## config.mk

```make
export PLATFORM = sky130hd
export DESIGN_NAME = uart_tx_8n1
export DESIGN_NICKNAME = d
export VERILOG_FILES = /design/src/rtl/uart_tx_8n1.sv
export SDC_FILE = /design/constraint.sdc
export NUM_CORES = 1
export LEC_CHECK = 0
export CAP_MARGIN = 25
export CORE_MARGIN = 4
export CORE_UTILIZATION = 50
export CTS_BUF_LIST = sky130_fd_sc_hd__clkbuf_4
export CTS_CLUSTER_SIZE = 12
export DETAILED_ROUTE_END_ITERATION = 6
export GPL_TIMING_DRIVEN = 1
export PLACE_DENSITY = 0.73
export SLEW_MARGIN = 5
export SYNTH_ARGS = -nofsm -noshare
export SYNTH_HDL_FRONTEND = slang
export SYNTH_SLANG_ARGS = --single-unit
export TNS_END_PERCENT = 1
```

## constraint.sdc

```tcl
create_clock -name clk -period 4.65 [get_ports clk]
set_input_delay 0.6975 -clock clk [delete_from_list [all_inputs] [get_ports clk]]
set_output_delay 0.6975 -clock clk [all_outputs]
set_load 0.05 [all_outputs]
```

## src/rtl/uart_tx_8n1.sv

```systemverilog
// 8-N-1 UART transmitter: start bit, 8 data bits LSB-first, stop bit.
// Each bit is held for BIT_PERIOD clocks, and all outputs are registered.
module uart_tx_8n1 #(
   parameter int BIT_PERIOD = 10
) (
   input  logic       clk,
   input  logic       n_rst,
   input  logic [7:0] tx_data,
   input  logic       tx_start,
   output logic       tx_busy,
   output logic       tx_done,
   output logic       serial_out
);

   localparam int CW = (BIT_PERIOD > 1) ? $clog2(BIT_PERIOD) : 1;

   typedef enum logic [1:0] {IDLE, START, DATA, STOP} state_t;

   state_t          r_state;
   logic [CW-1:0]   r_cnt;
   logic [2:0]      r_bit;
   logic [7:0]      r_shift;
   logic            r_busy;
   logic            r_done;
   logic            r_ser;
   logic            w_tick;

   assign w_tick     = (r_cnt == CW'(BIT_PERIOD - 1));
   assign tx_busy    = r_busy;
   assign tx_done    = r_done;
   assign serial_out = r_ser;

   always_ff @(posedge clk or negedge n_rst) begin
      if (!n_rst) begin
         r_state <= IDLE;
         r_cnt   <= '0;
         r_bit   <= '0;
         r_shift <= '0;
         r_busy  <= 1'b0;
         r_done  <= 1'b0;
         r_ser   <= 1'b1;
      end else begin
         r_done <= 1'b0;
         case (r_state)
            IDLE: begin
               r_ser <= 1'b1;
               if (tx_start) begin
                  r_shift <= tx_data;
                  r_state <= START;
                  r_busy  <= 1'b1;
                  r_ser   <= 1'b0;
                  r_cnt   <= '0;
               end
            end
            START: begin
               if (w_tick) begin
                  r_cnt   <= '0;
                  r_state <= DATA;
                  r_ser   <= r_shift[0];
                  r_bit   <= '0;
               end else begin
                  r_cnt <= r_cnt + CW'(1);
               end
            end
            DATA: begin
               if (w_tick) begin
                  r_cnt <= '0;
                  // The line already carries r_shift[0], so the next bit is r_shift[1].
                  if (r_bit == 3'd7) begin
                     r_state <= STOP;
                     r_ser   <= 1'b1;
                  end else begin
                     r_shift <= r_shift >> 1;
                     r_ser   <= r_shift[1];
                     r_bit   <= r_bit + 3'd1;
                  end
               end else begin
                  r_cnt <= r_cnt + CW'(1);
               end
            end
            STOP: begin
               if (w_tick) begin
                  r_cnt   <= '0;
                  r_state <= IDLE;
                  r_busy  <= 1'b0;
                  r_done  <= 1'b1;
                  r_ser   <= 1'b1;
               end else begin
                  r_cnt <= r_cnt + CW'(1);
               end
            end
            default: r_state <= IDLE;
         endcase
      end
   end

endmodule
```

After elaboration in Yosys (flattened, before gate mapping)
Cells that the tools add are included.
- flip-flop bits (word level): 20
- input bits: 11
- output and inout port bits: 3
- word-level logic and storage cells: 58
- add/sub/neg operators: 2
- equal/unequal tests: 11
- multiplexer cells: 28
- reductions and logical operators: 10
- operator list (operator ; count):
    8-bit two-way mux ; 3
    8-bit one-hot mux with 2 select lines ; 1
    2-bit inequality test (second input constant) ; 6
    2-bit two-way mux ; 5
    1-bit two-way mux ; 9
    3-bit two-way mux ; 3
    4-bit two-way mux ; 2
    2-bit one-hot mux with 4 select lines ; 1
    4-bit one-hot mux with 2 select lines ; 1
    4-bit AND reduction ; 2
    3-bit one-hot mux with 2 select lines ; 1
    3-bit AND reduction ; 2
    2-bit nonzero test ; 3
    5-bit AND reduction ; 1
    4-bit by 1-bit adder with 4-bit output (second input constant) ; 1
    2-bit equality test (second input constant) ; 2
    4-bit equality test (second input constant) ; 1
    1-bit one-hot mux with 4 select lines ; 1
    3-bit by 1-bit adder with 3-bit output (second input constant) ; 1
    3-bit equality test (second input constant) ; 1
    3-bit OR reduction ; 1
    2-bit by 1-bit equality test with 1-bit output (second input constant) ; 1
    2-bit logical NOT ; 1
    1-bit one-hot mux with 2 select lines ; 1

Depth between registers and ports, before layout
Gate-level depths: netlist (run 1).
- depth in word-level cells: 4
- mapped depth: 7

Worst setup path before layout (run 1)
OpenSTA, ideal clock, no wires.
- path type: reg2reg
- from: register r_state[0]
- to: register r_state[1]
- data arrival time: 1.596 ns
- data required time: 4.522 ns
- slack: 2.926 ns
- cell stages (with the launch flop): 7
- path buffers: 0
- cells stage by stage: dfrtp_1 -> inv_1 -> ha_1 -> nor3_1 -> nor2_4 -> nor3_2 -> mux2_1
- word-level cells in the longest chain between the ends: 3
- RTL lines (item ; RTL line ; RTL):
    start, declared ; 19 ; state_t r_state;
    start signal, assigned ; 35 ; r_state <= IDLE;
    start signal, assigned ; 49 ; r_state <= START;
    start signal, assigned ; 58 ; r_state <= DATA;
    2-bit equality test, or another cell as far along ; 44 ; case (r_state)
    2-bit inequality test (no line) ; -- ;
    5-bit AND reduction (no line) ; -- ;
Parallel ways exist; a longest one is shown, timed or not.
A chain may end at the register's enable or synchronous reset.

Worst setup path after layout (run 1)
- from: register r_ser (netlist: serial_out)
- to: output port serial_out
- RTL lines (item ; RTL line ; RTL):
    start, declared ; 25 ; logic r_ser;
    start signal, assigned ; 59 ; r_ser <= r_shift[0];
    start signal, assigned ; 74 ; r_ser <= r_shift[1];
    end, declared ; 12 ; output logic serial_out
No word-level cell between the ends.

==> results of run 1 <==
==> layer usage <==
metal / wire length [µm] / global-route usage [%]
met5: 0 / 0
met4: 11 / 4.97
met3: 70 / 2.30
met2: 1230 / 28.5
met1: 1100 / 18.9
==> area by class of cell <==
cell class,count,area (µm²),area share [%]
clock buffer,4,30.0,2.20
inverter,5,18.8,1.38
multi-input combinational,84,637,46.7
sequential,20,502,36.8
tap,28,35.0,2.57
timing repair buffer,14,141,10.4
==> flip-flops by register name, indices dropped and copies added, names as in the netlist <==
signal and flops:
r_bit 3, serial_out 1, r_state 2, r_shift 8, tx_done 1, tx_busy 1
r_cnt 4
==> cell usage in the layout, fill, tap and decap left out <==
cell type / count
and2_1: 1
a211oi_1: 1
nand3b_4: 1
mux2_2: 1
o22ai_1: 14
mux2_1: 1
nor3_2: 1
a22oi_1: 1
nand2b_1: 1
buf_6: 1
a22o_1: 7
nor3_1: 1
clkdlybuf4s50_1: 13
nor2_4: 1
inv_1: 5
or2_1: 1
o2bb2ai_1: 1
o32a_1: 1
nor2b_1: 2
mux2i_1: 2
and4bb_4: 1
nor2b_4: 1
a21oi_1: 9
o22a_1: 7
ha_1: 7
o21ai_1: 4
dfrtp_1: 19
nor2_1: 1
clkbuf_4: 4
nand3b_1: 2
o31ai_1: 2
o21ai_0: 5
nand2_1: 6
a21oi_2: 1
dfstp_2: 1
==> worst max-delay path by stage <==
stage / startpoint / end / slack [ns] / depth (start not counted)
after floorplan: r_state[0] / r_state[1] / 2.93 / 6
after global placement: tx_start / r_shift[5] / 2.36 / 5
after detailed placement: tx_start / r_shift[2] / 2.29 / 5
after CTS: serial_out / serial_out / 2.30 / 1
after global routing: r_state[1] / r_shift[5] / 2.21 / 6
final: serial_out / serial_out / 2.31 / 1
==> cells by family (layout without fill, tap and decap cells) <==
family,count (synthesis),in the layout
and+or+nand+nor,20,20
AOI/OAI and AO/OA,53,53
adders and majority gates,7,7
buffers and inverters,11,23
DFF,20,20
muxes,4,4
==> through the flow <==
stage	util (%)	cells
global route	61.1	155
CTS	60.6	154
finish	61.1	155
detailed placement	59.2	150
floorplan	-	115
global placement	59.2	150
==> power breakdown <==
part / switching, W / leakage [nW] / internal [W]
sequential: 0.0000773 / 0.236 / 0.000247
clock: 0.0000553 / 0.0184 / 0.0000392
combinational: 0.000239 / 0.295 / 0.000208
==> metrics.txt, run 1 <==
status finished clean; total power 0.000867 W; Seq cells post-synth 20; Initial Util 53.5%; Power Density 636 nW/µm²; RSZ-0062 raised after global routing false; Mapped Area 1190 µm²; Hold WS 0.554 ns; Pleak 0.550 nW; Routed Wire Length 2.41 mm; Die Y-Extent 56.9 µm; number of port buffers 13; Synth Area in Simple Gates 12.5%; Placed Area 1320 µm²; hpwl dp 1.69 mm; Worst Hold Class flip-flop to flip-flop; vias in the first global route 966; CP max stage cell clkdlybuf4s50_1; total negative setup slack 0 ns; TritonCTS sink count 20; root buf cell clkbuf_4; Yosys top cell by area dfrtp_1; RR Endpoint r_shift[5]; Core Region 2230 µm²; maximum level of the CTS H-tree 1; Max Cap Violations 0; FFs w/ async S/R, synth 100%; Slew headroom 41.6%; Final ANT Viol Nets 0; total CTS buffers 3; via count 948; Syn-to-layout area delta 14.1%; Ys Warns 0; sequential fraction of the synthesis area 42.0%; Post-synth EDFFs 0; largest family of logic cells by synthesized area compound AO/OA/AOI/OAI gates; Post-Syn Instances 115; min cycle time layout 2.34 ns; Peak Freq 0.428 GHz; worst reg-to-reg path cell count 6; hold_sp r_shift[7]; CP Data Required Time 3.95 ns; post_cts resized 0; post-synthesis adder-cell area fraction 7.33%; Critical Path, Cell by Cell clkdlybuf4s50_1; WP buf/inv 1; final setup violating endpoints 0; n_diodes 0; DRC 0; predominant post-synthesis flop cell dfrtp_1; first-pass GRT wire length 4.15 mm; top post-synthesis cells by area dfrtp_1, ha_1, o22ai_1; Ports 14; share of post-route cells with drive strength above 1 10.2%; post-synthesis compound-gate area fraction 29.9%; total iterations of the first detailed-routing run 4; Post-Synth XOR/XNOR Area 0%; reg2reg setup slack 2.42 ns; CP top delay family buffers and inverters; most common cell in the synthesized netlist dfrtp_1; worst skew pair latency 0.30 ns; CP max stage delay 0.79 ns; vias per inst 6.12; worst r2r src r_state[0]; total global routing overflow 0; Critical Setup Path Class flip-flop to output pin; Setup Fix Bufs, Post-CTS 0; Iteration-0 DRC Markers 20; Placer Congestion 0.743; die width 56.9 µm; CTS tree yes; startpoint types flip-flop; number of nets in the layout 146; worst path arrival time 1.64 ns; clk slew on worst S/H paths 0.12 ns; die area 3240 µm²; hold path cells 1; final setup margin 2.31 ns; final hold violations 0; Post-Syn Nets 133; Distinct cells, synth 36; Fill cells 205; Max VDD drop 0.304 mV; initial antenna violation count 0; Setup WS pre-CTS 2.29 ns; design area 1360 µm²; largest net degree at the start of global routing 27; multiplexer share of the synthesized area 3.56%; Critical Path Fanout Max 2; FP Rows 17; clk buf depth 2; clock skew 0.00433 ns; worst-margin pin slew 0.876 ns; Hold EP r_shift[7]; max-slew violation count 0; Post-synth top cells dfrtp_1, o22ai_1, a21oi_1; period utilization 50.3%; wire length per cell 15.6 µm; GRT Overall Usage 15.8%; CP Capture Type output pin; Yosys top cell area share 39.8%; hold_buf cts 0; Syn Area/Cell 10.4 µm²
(Power assumes the default switching activity.)
==> run 2, diff against run 1 <==
Settings changed: PLACE_DENSITY 0.73 to 0.75.
Clock period 4.65 ns to 1.95 ns, I/O delays scaled along.
==> run 2 against run 1 <==
- global-route usage increased by 1.0 points
- critical endpoint is now r_state[1]
- hold slack got worse by 0.23 ns
- critical path depth increased by 5
- flip-flop and latch count unchanged
- wire length increased by 0.66%
- final cell count increased by 2.6%
- clock power increased by 130%
- largest power group unchanged
- critical path type is now flip-flop to flip-flop
- first-iteration DRC count increased by 20%
- combinational power increased by 150%
==> metrics.txt, run 2 (synthesis results as in run 1) <==
status finished clean; Die Y-Extent 56.9 µm (unchanged); number of nets in the layout 150 (+2.7%); Fill cells 184 (-10%); total negative setup slack 0 ns (unchanged); max-slew violation count 0 (unchanged); total CTS buffers 3 (unchanged); RR Endpoint r_state[1]; Max VDD drop 0.961 mV (+220%); wire length on met1 1.14 mm (+3.7%); Max Cap Violations 0 (unchanged); GRT Overall Usage 16.8% (+1.0 points); Initial Util 53.5% (unchanged); Critical Setup Path Class flip-flop to flip-flop; CTS tree yes; Iteration-0 DRC Markers 24 (+20%); WP buf/inv 1 (unchanged); CP max stage cell dfrtp_1; top routing layer used met4; CP max stage delay 0.42 ns (-0.37 ns); reg2reg setup slack 0.18 ns (-2.24 ns); worst r2r src r_state[0]; root buf cell clkbuf_4; Core Region 2230 µm² (unchanged); Pleak 0.570 nW (+3.7%); initial antenna violation count 0 (unchanged); die area 3240 µm² (unchanged); final hold violations 0 (unchanged); Critical Path Fanout Max 4 (+2); Setup Fix Bufs, Post-CTS 0 (unchanged); total global routing overflow 0 (unchanged); via count 963 (+1.6%); design area 1390 µm² (+1.7%); Worst Hold Class input port to async pin; Ports 14 (unchanged); most frequent cells in the layout dfrtp_1, o22ai_1, clkdlybuf4s50_1; TritonCTS sink count 20 (unchanged); clk slew on worst S/H paths 0.11 ns (about the same); period utilization 90.8%; maximum level of the CTS H-tree 1 (unchanged); Largest register FFs 8 (unchanged); Placer Congestion 0.889 (+20%); Routed Wire Length 2.43 mm (+0.66%); wire length per cell 15.3 µm (-1.9%); final setup violating endpoints 0 (unchanged); RSZ-0062 raised after global routing false; Syn-to-layout area delta 16.1%; number of port buffers 13 (unchanged); n_diodes 0 (unchanged); Critical Path, Cell by Cell inv_1 > ha_1 > nor3_1 > nor2_4 > nor3_2 > mux2_1; Regs by FF count r_shift (8), r_cnt (4), r_bit (3); vias in the first global route 979 (+1.3%); worst reg-to-reg path cell count 6 (unchanged); CP top delay family simple AND/OR/NAND/NOR gates; Reg with most FFs r_shift; Peak Freq 0.565 GHz; post_cts resized 0 (unchanged); worst-margin pin slew 0.498 ns (-0.378 ns); Met3 Wirelength 60 µm (-14%); first-pass GRT wire length 4.39 mm (+5.7%); worst skew pair latency 0.30 ns (about the same); worst path arrival time 1.96 ns (+0.32 ns); CP Data Required Time 2.14 ns (-1.81 ns); FP Rows 17 (unchanged); vias per inst 6.06 (-0.97%); Slew headroom 66.7% (+25 points); Final ANT Viol Nets 0 (unchanged); share of post-route cells with drive strength above 1 13.7% (+3.5 points); Power Density 1500 nW/µm² (+140%); met2 WL 1.19 mm (-3.9%); largest net degree at the start of global routing 26 (-3.7%); clk buf depth 2 (unchanged); hold_buf cts 0 (unchanged); total iterations of the first detailed-routing run 4 (unchanged); commonest non-fill, non-tap cell in the layout dfrtp_1; Placed Area 1360 µm² (+2.6%); min cycle time layout 1.77 ns; startpoint types flip-flop; multi-input logic area 637 µm² (unchanged); register area 502 µm² (unchanged); CP Capture Type flip-flop; clock skew 0.00304 ns (-0.00129 ns); DRC 0 (unchanged); hpwl dp 1.78 mm (+5.0%); die width 56.9 µm (unchanged)
## run 2: final cells by class
| class | instances | share of cell area, % |
|---|---|---|
| well taps | 28 | 2.52 |
| clock buffers | 4 | 2.16 |
| repair buffers | 18 | 11.9 |
| flip-flops and latches | 20 | 36.2 |
| multi-input cells | 84 | 45.9 |
| inverters | 5 | 1.35 |
## run 2: through the flow
step | power (W) | utilization (%) | hold WS (ns) | worst slack (ns) | cells
global route | 0.00227 | 62.1 | 0.343 | 0.0172 | 159
finish | 0.00208 | 62.1 | 0.323 | 0.180 | 159
CTS | 0.00210 | 62.1 | 0.323 | 0.163 | 159
global placement | 0.00181 | 60.8 | 0.513 | 0.262 | 155
floorplan | 0.00163 | - | -0.00309 | 0.226 | 115
detailed placement | 0.00188 | 60.8 | 0.522 | 0.176 | 155
## run 2: worst register-to-register path, cell delays in order, from the launching register on
cell	delay, ns
dfrtp_1	0.42
inv_1	0.10
ha_1	0.22
nor3_1	0.33
nor2_4	0.07
nor3_2	0.20
mux2_1	0.34
## run 2: worst max-delay path by stage
stage,from,endpoint,depth (start not counted)
3_3_place_gp,r_state[0],r_state[1],6
5_1_grt,r_state[0],r_state[1],6
6_report,r_state[0],r_state[1],6
3_5_place_dp,r_state[0],r_state[1],6
2_1_floorplan,r_state[0],r_state[1],6
4_1_cts,r_state[0],r_state[1],6
## run 2: report_power, final
| group | leakage, nW | switching, W | internal [W] |
|---|---|---|---|
| Combinational | 0.315 | 0.000576 | 0.000519 |
| Clock | 0.0184 | 0.000125 | 0.0000936 |
| Sequential | 0.236 | 0.000181 | 0.000590 |
## run 2: routing by layer
metal  vias up  track usage [%]
li1        473                -
met3         6             3.45
met5         -                0
met4         0             5.30
met2        19             27.7
met1       465             21.9
